$ cat config.mk
export PLATFORM = sky130hd
export DESIGN_NAME = matrix_line_loader
export DESIGN_NICKNAME = d
export VERILOG_FILES = /design/src/rtl/matrix_line_loader.sv
export SDC_FILE = /design/constraint.sdc
export NUM_CORES = 1
export LEC_CHECK = 0
export ABC_AREA = 1
export CAP_MARGIN = 20
export CORE_MARGIN = 1
export CORE_UTILIZATION = 25
export DETAILED_ROUTE_END_ITERATION = 8
export GPL_ROUTABILITY_DRIVEN = 0
export HOLD_SLACK_MARGIN = 0.06
export MAX_ROUTING_LAYER = met4
export PLACE_DENSITY = 0.47
export SKIP_CTS_REPAIR_TIMING = 1
export SYNTH_ARGS = -nofsm -noshare
export SYNTH_HDL_FRONTEND = slang
export SYNTH_SLANG_ARGS = --single-unit
$ cat constraint.sdc
create_clock -name clock -period 2.87 [get_ports clock]
set_input_delay 0.861 -clock clock [delete_from_list [all_inputs] [get_ports clock]]
set_output_delay 0.861 -clock clock [all_outputs]
set_load 0.05 [all_outputs]
$ cat src/rtl/matrix_line_loader.sv
// Packs a byte stream into LANES-wide RAM lines for the dot-product engine, then
// kicks the engine once per load and holds off new loads until it reports done.
module matrix_line_loader #(
  parameter int unsigned LANES     = 16,
  parameter int unsigned DATA_W    = 8,
  parameter int unsigned NUM_LINES = 256,
  parameter int unsigned ADDR_W    = 8
) (
  input  logic                    clock,
  input  logic                    reset_l,
  input  logic                    start,
  input  logic                    in_valid,
  input  logic [DATA_W-1:0]       in_data,
  output logic                    in_ready,
  output logic                    wr_en,
  output logic [ADDR_W-1:0]       wr_addr,
  output logic [LANES*DATA_W-1:0] wr_data,
  output logic                    engine_start,
  input  logic                    engine_done,
  output logic                    busy,
  output logic [7:0]              load_count
);

  localparam int unsigned LaneW = (LANES > 1) ? $clog2(LANES) : 1;
  localparam int unsigned LineW = LANES * DATA_W;
  localparam logic [LaneW-1:0]  LastLane = LaneW'(LANES - 1);
  localparam logic [ADDR_W-1:0] LastLine = ADDR_W'(NUM_LINES - 1);

  typedef enum logic [2:0] {StIdle, StFill, StWrite, StKick, StWait} state_e;

  state_e             state_q, state_d;
  logic [LaneW-1:0]   lane_idx_q, lane_idx_d;
  logic [ADDR_W-1:0]  line_addr_q, line_addr_d;
  logic [LineW-1:0]   line_q, line_d;
  logic [ADDR_W-1:0]  wr_addr_q, wr_addr_d;
  logic [LineW-1:0]   wr_data_q, wr_data_d;
  logic [7:0]         load_count_q, load_count_d;

  logic beat;
  logic last_beat;

  assign beat      = (state_q == StFill) && in_valid;
  assign last_beat = beat && (lane_idx_q == LastLane);

  // State register
  always_ff @(posedge clock or negedge reset_l) begin
    if (!reset_l) begin
      state_q <= StIdle;
    end else begin
      state_q <= state_d;
    end
  end

  // Next-state logic
  always_comb begin
    state_d = state_q;
    case (state_q)
      StIdle:  if (start) state_d = StFill;
      StFill:  if (last_beat) state_d = StWrite;
      StWrite: state_d = (line_addr_q == LastLine) ? StKick : StFill;
      StKick:  state_d = StWait;
      StWait:  if (engine_done) state_d = StIdle;
      default: state_d = StIdle;
    endcase
  end

  // Datapath next-state
  always_comb begin
    lane_idx_d   = lane_idx_q;
    line_addr_d  = line_addr_q;
    line_d       = line_q;
    wr_addr_d    = wr_addr_q;
    wr_data_d    = wr_data_q;
    load_count_d = load_count_q;

    if (state_q == StIdle && start) begin
      lane_idx_d  = '0;
      line_addr_d = '0;
    end

    if (beat) begin
      line_d[int'(lane_idx_q)*DATA_W +: DATA_W] = in_data;
      lane_idx_d = (lane_idx_q == LastLane) ? '0 : lane_idx_q + LaneW'(1);
    end

    // Capture the completed line, including this cycle's byte, for the WRITE cycle.
    if (last_beat) begin
      wr_data_d = line_d;
      wr_addr_d = line_addr_q;
    end

    if (state_q == StWrite && line_addr_q != LastLine) begin
      line_addr_d = line_addr_q + ADDR_W'(1);
      lane_idx_d  = '0;
    end

    if (state_q == StWait && engine_done) begin
      load_count_d = load_count_q + 8'd1;
    end
  end

  always_ff @(posedge clock or negedge reset_l) begin
    if (!reset_l) begin
      lane_idx_q   <= '0;
      line_addr_q  <= '0;
      line_q       <= '0;
      wr_addr_q    <= '0;
      wr_data_q    <= '0;
      load_count_q <= '0;
    end else begin
      lane_idx_q   <= lane_idx_d;
      line_addr_q  <= line_addr_d;
      line_q       <= line_d;
      wr_addr_q    <= wr_addr_d;
      wr_data_q    <= wr_data_d;
      load_count_q <= load_count_d;
    end
  end

  // Outputs decode the state register directly, so they carry no combinational input path.
  always_comb begin
    in_ready     = (state_q == StFill);
    wr_en        = (state_q == StWrite);
    engine_start = (state_q == StKick);
    busy         = (state_q != StIdle);
    wr_addr      = wr_addr_q;
    wr_data      = wr_data_q;
    load_count   = load_count_q;
  end

endmodule

==> results.sh, run 1 <==
export IMPL_status="finished clean"
export IMPL_nets=1621
export IMPL_fill_cells=5010
export IMPL_syn_to_final_growth_pct=31.5
export IMPL_crit_family="buffers and inverters"
export IMPL_dieArea_um2=49400
export IMPL_cp_slowest_cell="clkdlybuf4s50_1"
export IMPL_min_period_ns=2.64
export IMPL_holdWs_ns=0.239
export IMPL_dp_cells=2181
export IMPL_synthFlopType="dfrtp_1"
export IMPL_crit_buf_inv=1
export IMPL_crit_path_end="wr_data[43]"
export IMPL_r2r_start="lane_idx_q[2]"
export IMPL_ir_drop_uv=336
export IMPL_rsz0062_at_grt="false"
export IMPL_synth_compound_area_share_pct=4.46
export IMPL_powerDensity_nw_per_um2=730
export IMPL_fin_util_pct=33.3
export IMPL_cp_num_cells=1
export IMPL_syn_area_um2=12100
export IMPL_ys_ff_latch=287
export IMPL_synth_nets=1434
export IMPL_r2r_end="wr_data[104]"
export IMPL_core_area_um2=47800
export IMPL_p_clk_share_pct=40.2
export IMPL_yosysMostFrequentCell="nand2_1"
export IMPL_tightest_slew_ns=0.582
export IMPL_clk_latency_ns=0.53
export IMPL_r2r_slack_ns=0.25
export IMPL_setup_viol=0
export IMPL_cts_made_buffers=35
export IMPL_ant_nets=0
export IMPL_synth_xor_area_share_pct=0.650
export IMPL_syn_inst=1416
export IMPL_cp_startpoint="wr_data[43]"
export IMPL_io_pins=161
export IMPL_antenna_found_initial=0
export IMPL_multi_input_area_um2=4130
export IMPL_syn_area_per_cell_um2=8.57
export IMPL_drt_pre_antenna_iters=7
export IMPL_max_cap_violations=0
export IMPL_slew_violations=0
export IMPL_final_period_utilization_pct=92.0
export IMPL_drive_above_1_share_pct=7.74
export IMPL_synth_simple_area_share_pct=28.2
export IMPL_async_flop_share_pct=100
export IMPL_synthTopCellsByCount="500 x nand2_1, 287 x dfrtp_1, 189 x nand3_1"
export IMPL_crit_arrival_ns=1.78
export IMPL_start_kind="flip-flop"
export IMPL_cts_sinks=287
export IMPL_dieWidth_um=222
export IMPL_synthTopCellsByArea="dfrtp_1 59%, nand2_1 15%, nand3_1 7.8%"
export IMPL_yosysUniqueCellTypes=30
export IMPL_grt_max_degree=88
export IMPL_via_per_inst=4.38
export IMPL_ys_warnings_count=0
export IMPL_power_frac_comb_pct=21.5
export IMPL_cpPeakStageDelay_ns=0.86
export IMPL_sw_frac_of_total_pct=31.7
export IMPL_final_cells=2244
export IMPL_dieHeight_um=222
export IMPL_synth_area_mux_share_pct=0.0928
export IMPL_seq_power_share_pct=38.3
export IMPL_seq_area_um2=7180
export IMPL_r2r_cells=9
export IMPL_grt_overflow=0
export IMPL_clk_path_buf_depth=3
export IMPL_grtUsageTotal_pct=15.2
export IMPL_cts_tree="yes"
export IMPL_synth_top_family_by_area="simple AND/OR/NAND/NOR gates"
export IMPL_power_uw=11600
export IMPL_first_global_vias=9689
export IMPL_finalSetupTns_ns=0
export IMPL_vias=9838
export IMPL_synth_top_area_cell="dfrtp_1"
export IMPL_clk_pin_slew_ns=0.06
export IMPL_crit_type="reg -> out"
export IMPL_root_buffer="clkbuf_16"
export IMPL_hpwl_um=25000
export IMPL_switching_power_uw=3690
export IMPL_end_kind="output port"
export IMPL_synthDominantCellAreaShare_pct=59.2
export IMPL_drt_iter0_markers=645
export IMPL_drc=0
export IMPL_num_rows=80
export IMPL_leakagePower_uw=0.00786
export IMPL_slew_limit_headroom_pct=60.9
export IMPL_synth_edf_count=0
export IMPL_internal_power_uw=7950
export IMPL_finalHoldViolations=0
export IMPL_max_freq_mhz=379
export IMPL_wirelength_um=35900
export IMPL_start_util_pct=25.4
export IMPL_wire_per_inst_um=16.0
export IMPL_crit_chain="clkdlybuf4s50_1"
export IMPL_worstPathMaxFanout=2
export IMPL_ys_seq_area_share_pct=59.2
export IMPL_fin_skew_ns=0.0135
export IMPL_port_buffers=160
export IMPL_grt_pass1_wl_um=56800
export IMPL_required_ns=2.01
export IMPL_worstHoldPathType="in -> async"
export IMPL_synthAdderAreaFrac_pct=0.516
export IMPL_cts_max_level=2
cell families (layout without fill, tap and decap cells):
group	Yosys count	after routing
xor gates and xnor gates	9	9
muxes	1	1
buffers and inverters	213	425
other	0	1
adders and majority gates	5	5
AOI/OAI and AO/OA	103	103
DFF	287	287
and+or+nand+nor	798	798
worst min-delay path by stage:
stage                            from       endpoint  depth (start not counted)
final                         reset_l     wr_addr[3]                          1
after global routing          reset_l     wr_addr[3]                          1
after CTS                     reset_l  load_count[2]                          1
after detailed placement  line_q[125]    line_q[125]                          2
after global placement     line_q[42]     line_q[42]                          2
after floorplan            line_q[42]     line_q[42]                          2
area by class of cell:
class	instances	area share (%)
Clock inverter	14	1.24
Multi-Input combinational cell	916	25.9
Tap cell	615	4.82
Timing Repair Buffer	204	12.8
Antenna cell	1	0.0157
Sequential cell	287	45.0
Inverter	159	3.75
Clock buffer	48	6.44
layout by cell type, fill, tap and decap left out, types with 3 or more instances in the layout:
cell type,synthesis,routed
clkinv_2,0,9
dfrtp_1,287,287
nand3_1,189,189
nor2_4,4,4
clkbuf_8,0,6
nor2_2,6,7
ha_1,5,5
o21ai_0,63,63
clkdlybuf4s50_1,0,155
xor2_1,6,6
nor2_1,40,39
xnor2_1,3,3
nor3_1,6,6
a21oi_1,3,3
clkbuf_1,24,5
nand4_1,6,6
inv_2,3,3
clkbuf_16,0,37
buf_4,3,37
o21ai_1,25,25
o21bai_1,8,8
buf_12,0,9
inv_1,154,153
a31oi_1,3,3
bufinv_16,0,5
and2_1,40,40
nand2_1,500,499
sequential cells by signal, indices dropped and copies added, names as in the netlist:
| signal | flops |
|---|---|
| state_q | 3 |
| load_count | 8 |
| wr_data | 128 |
| lane_idx_q | 4 |
| line_addr_q | 8 |
| line_q | 128 |
| wr_addr | 8 |
metal layers:
layer  vias up  part of all wire [%]  wire length, µm  track usage, %
li1       4815                     -                -               -
met1      4740                    48            17100            20.8
met2       224                    45            16300            22.9
met3        59                   4.3             1540            2.23
met4         0                   2.6              919            5.33
met5         -                     0                0               -
power groups by stage:
stage	Clock [µW]	Sequential, µW	Combinational (µW)
floorplan	0	4560	1520
CTS	4840	4450	2510
detailed placement	0	4520	2500
finish	4690	4460	2500
global route	4990	4490	2780
global placement	0	4520	2480
stage by stage:
step           setup slack (ns)  instance area, µm²
6_report                  0.230               16000
5_1_grt                  0.0612               16000
4_1_cts                 -0.0690               15900
3_5_place_dp              0.166               14700
3_3_place_gp              0.185               14700
2_1_floorplan             0.673               12100
(Power assumes the default switching activity.)
==> run 2, diff against run 1 <==
--- a/config.mk
+++ b/config.mk
@@ -11,6 +11,7 @@
 export CORE_UTILIZATION = 25
 export DETAILED_ROUTE_END_ITERATION = 8
 export GPL_ROUTABILITY_DRIVEN = 0
+export GPL_TIMING_DRIVEN = 0
 export HOLD_SLACK_MARGIN = 0.06
 export MAX_ROUTING_LAYER = met4
 export PLACE_DENSITY = 0.47
==> run 2 against run 1 <==
Net effect: clock-buffer cell count is 3 higher; fmax down 5.6%; sequential cell count did not move; combinational power is 2% lower; die area unchanged; sequential share of layout area rose by 0.51 points; largest cell class unchanged; clock skew grew 0.0040 ns; cell area shrank 1.1%; non-clock buffer count rose by 13; wire length grew 4.9%; utilization fell by 0.38 points.
==> results.sh, run 2 (synthesized netlist as in run 1, its figures left out) <==
export IMPL_status="finished clean"
export IMPL_slew_violations=0
export IMPL_cts_max_level=2
export IMPL_seq_area_um2=7180
export IMPL_max_cap_violations=0
export IMPL_crit_type="reg -> out"
export IMPL_cts_made_buffers=34
export IMPL_crit_path_end="busy"
export IMPL_drt_iter0_markers=742
export IMPL_syn_to_final_growth_pct=30.0
export IMPL_fin_skew_ns=0.0174
export IMPL_max_freq_mhz=358
export IMPL_wirelength_um=37700
export IMPL_ant_nets=0
export IMPL_crit_arrival_ns=1.93
export IMPL_fill_cells=5036
export IMPL_grt_overflow=0
export IMPL_ir_drop_uv=336
export IMPL_r2r_start="lane_idx_q[0]"
export IMPL_powerDensity_nw_per_um2=718
export IMPL_layout_commonest_cell="nand2_1"
export IMPL_drc=0
export IMPL_clk_latency_ns=0.52
export IMPL_grtUsageTotal_pct=15.8
export IMPL_dieHeight_um=222
export IMPL_vias=9793
export IMPL_min_period_ns=2.80
export IMPL_io_pins=161
export IMPL_final_period_utilization_pct=97.4
export IMPL_dpl_cell_area_um2=14600
export IMPL_worstHoldPathType="in -> async"
export IMPL_finalWorstSetupSlack_ns=0.0747
export IMPL_maxUsedRoutingLayer="met4"
export IMPL_core_area_um2=47800
export IMPL_nets=1633
export IMPL_multi_input_area_um2=4150
export IMPL_grt_max_degree=118
export IMPL_drt_met1_wl_um=17600
export IMPL_start_util_pct=25.4
export IMPL_stdcell_area_um2=15800
export IMPL_drt_pre_antenna_iters=6
export IMPL_dr_wl_met2_um=17500
export IMPL_drive_above_1_share_pct=7.02
export IMPL_cts_sinks=287
export IMPL_fin_util_pct=33.0
export IMPL_r2r_cells=10
export IMPL_clk_path_buf_depth=3
export IMPL_dieWidth_um=222
export IMPL_start_kind="flip-flop"
export IMPL_final_cell_mix="495 x nand2_1, 287 x dfrtp_1, 187 x nand3_1"
export IMPL_r2r_end="wr_data[59]"
export IMPL_required_ns=2.01
export IMPL_dieArea_um2=49400
export IMPL_tightest_slew_ns=0.766
export IMPL_leakagePower_uw=0.00777
export IMPL_via_per_inst=4.34
export IMPL_end_kind="output port"
export IMPL_setup_viol=0
export IMPL_root_buffer="clkbuf_16"
export IMPL_cts_tree="yes"
export IMPL_wl_met3_um=1820
export IMPL_clk_pin_slew_ns=0.06
export IMPL_r2r_slack_ns=0.18
export IMPL_slew_limit_headroom_pct=49.0
export IMPL_finalHoldViolations=0
export IMPL_port_buffers=160
export IMPL_grt_pass1_wl_um=58300
export IMPL_first_global_vias=9774
export IMPL_wire_per_inst_um=16.7
export IMPL_antenna_found_initial=0
export IMPL_dp_cells=2193
export IMPL_cp_startpoint="state_q[0]"
export IMPL_rsz0062_at_grt="true"
export IMPL_post_place_ws_ns=-0.889
export IMPL_worstPathMaxFanout=4
export IMPL_hpwl_um=27100
export IMPL_final_cells=2254
export IMPL_num_rows=80
-- run 2: cell count changes in the layout (fill, tap and decap cells not counted), sizes merged, moves of 3 or more --
cell,before,now
buf,47,27
clkbuf,48,82
clkinv,11,4
inv,156,159
-- run 2: cell type report --
| cell class | instances | area share (%) |
|---|---|---|
| inverters | 159 | 3.78 |
| multi-input cells | 916 | 26.3 |
| repair buffers | 163 | 10.6 |
| diodes | 1 | 0.0159 |
| clock inverters | 8 | 0.936 |
| flip-flops and latches | 287 | 45.5 |
| plain buffers | 54 | 1.62 |
| clock buffers | 51 | 6.31 |
| well taps | 615 | 4.88 |
-- run 2: worst min-delay path by stage --
| stage | to | slack (ns) | from | cells after the start |
|---|---|---|---|---|
| 2_1_floorplan | line_q[42] | 0.44 | line_q[42] | 2 |
| 3_3_place_gp | line_q[73] | 0.45 | line_q[73] | 2 |
| 3_5_place_dp | line_q[73] | 0.45 | line_q[73] | 2 |
| 4_1_cts | wr_addr[2] | 0.35 | reset_l | 1 |
| 5_1_grt | wr_addr[2] | 0.37 | reset_l | 1 |
| 6_report | wr_addr[2] | 0.32 | reset_l | 1 |
-- run 2: worst max-delay path, stage by stage, from the launching register on --
cell             delay (ns)
dfrtp_1                0.40
nor2_1                 0.20
nand2_1                0.11
clkdlybuf4s50_1        0.72
-- run 2: where the power goes --
group | switching (µW) | leakage [µW] | internal (µW) | total, µW
Clock | 1680 | 0.000560 | 2760 | 4430
Sequential | 122 | 0.00363 | 4320 | 4440
Combinational | 1840 | 0.00358 | 607 | 2440
-- run 2: routing by layer --
layer	track usage [%]	vias up
li1	-	4844
met1	21.2	4681
met2	24.3	224
met3	2.84	44
met4	4.39	0
met5	-	-
-- run 2: through the flow --
step                      hold slack (ns)   TNS, ns  power [µW]
final                               0.322         0       11300
after global routing                0.373   -0.0299       11900
after CTS                           0.352    -13.88       11400
after detailed placement            0.455    -76.54        6910
after global placement              0.448  -3539.58        6880
after floorplan                     0.437         0        6080
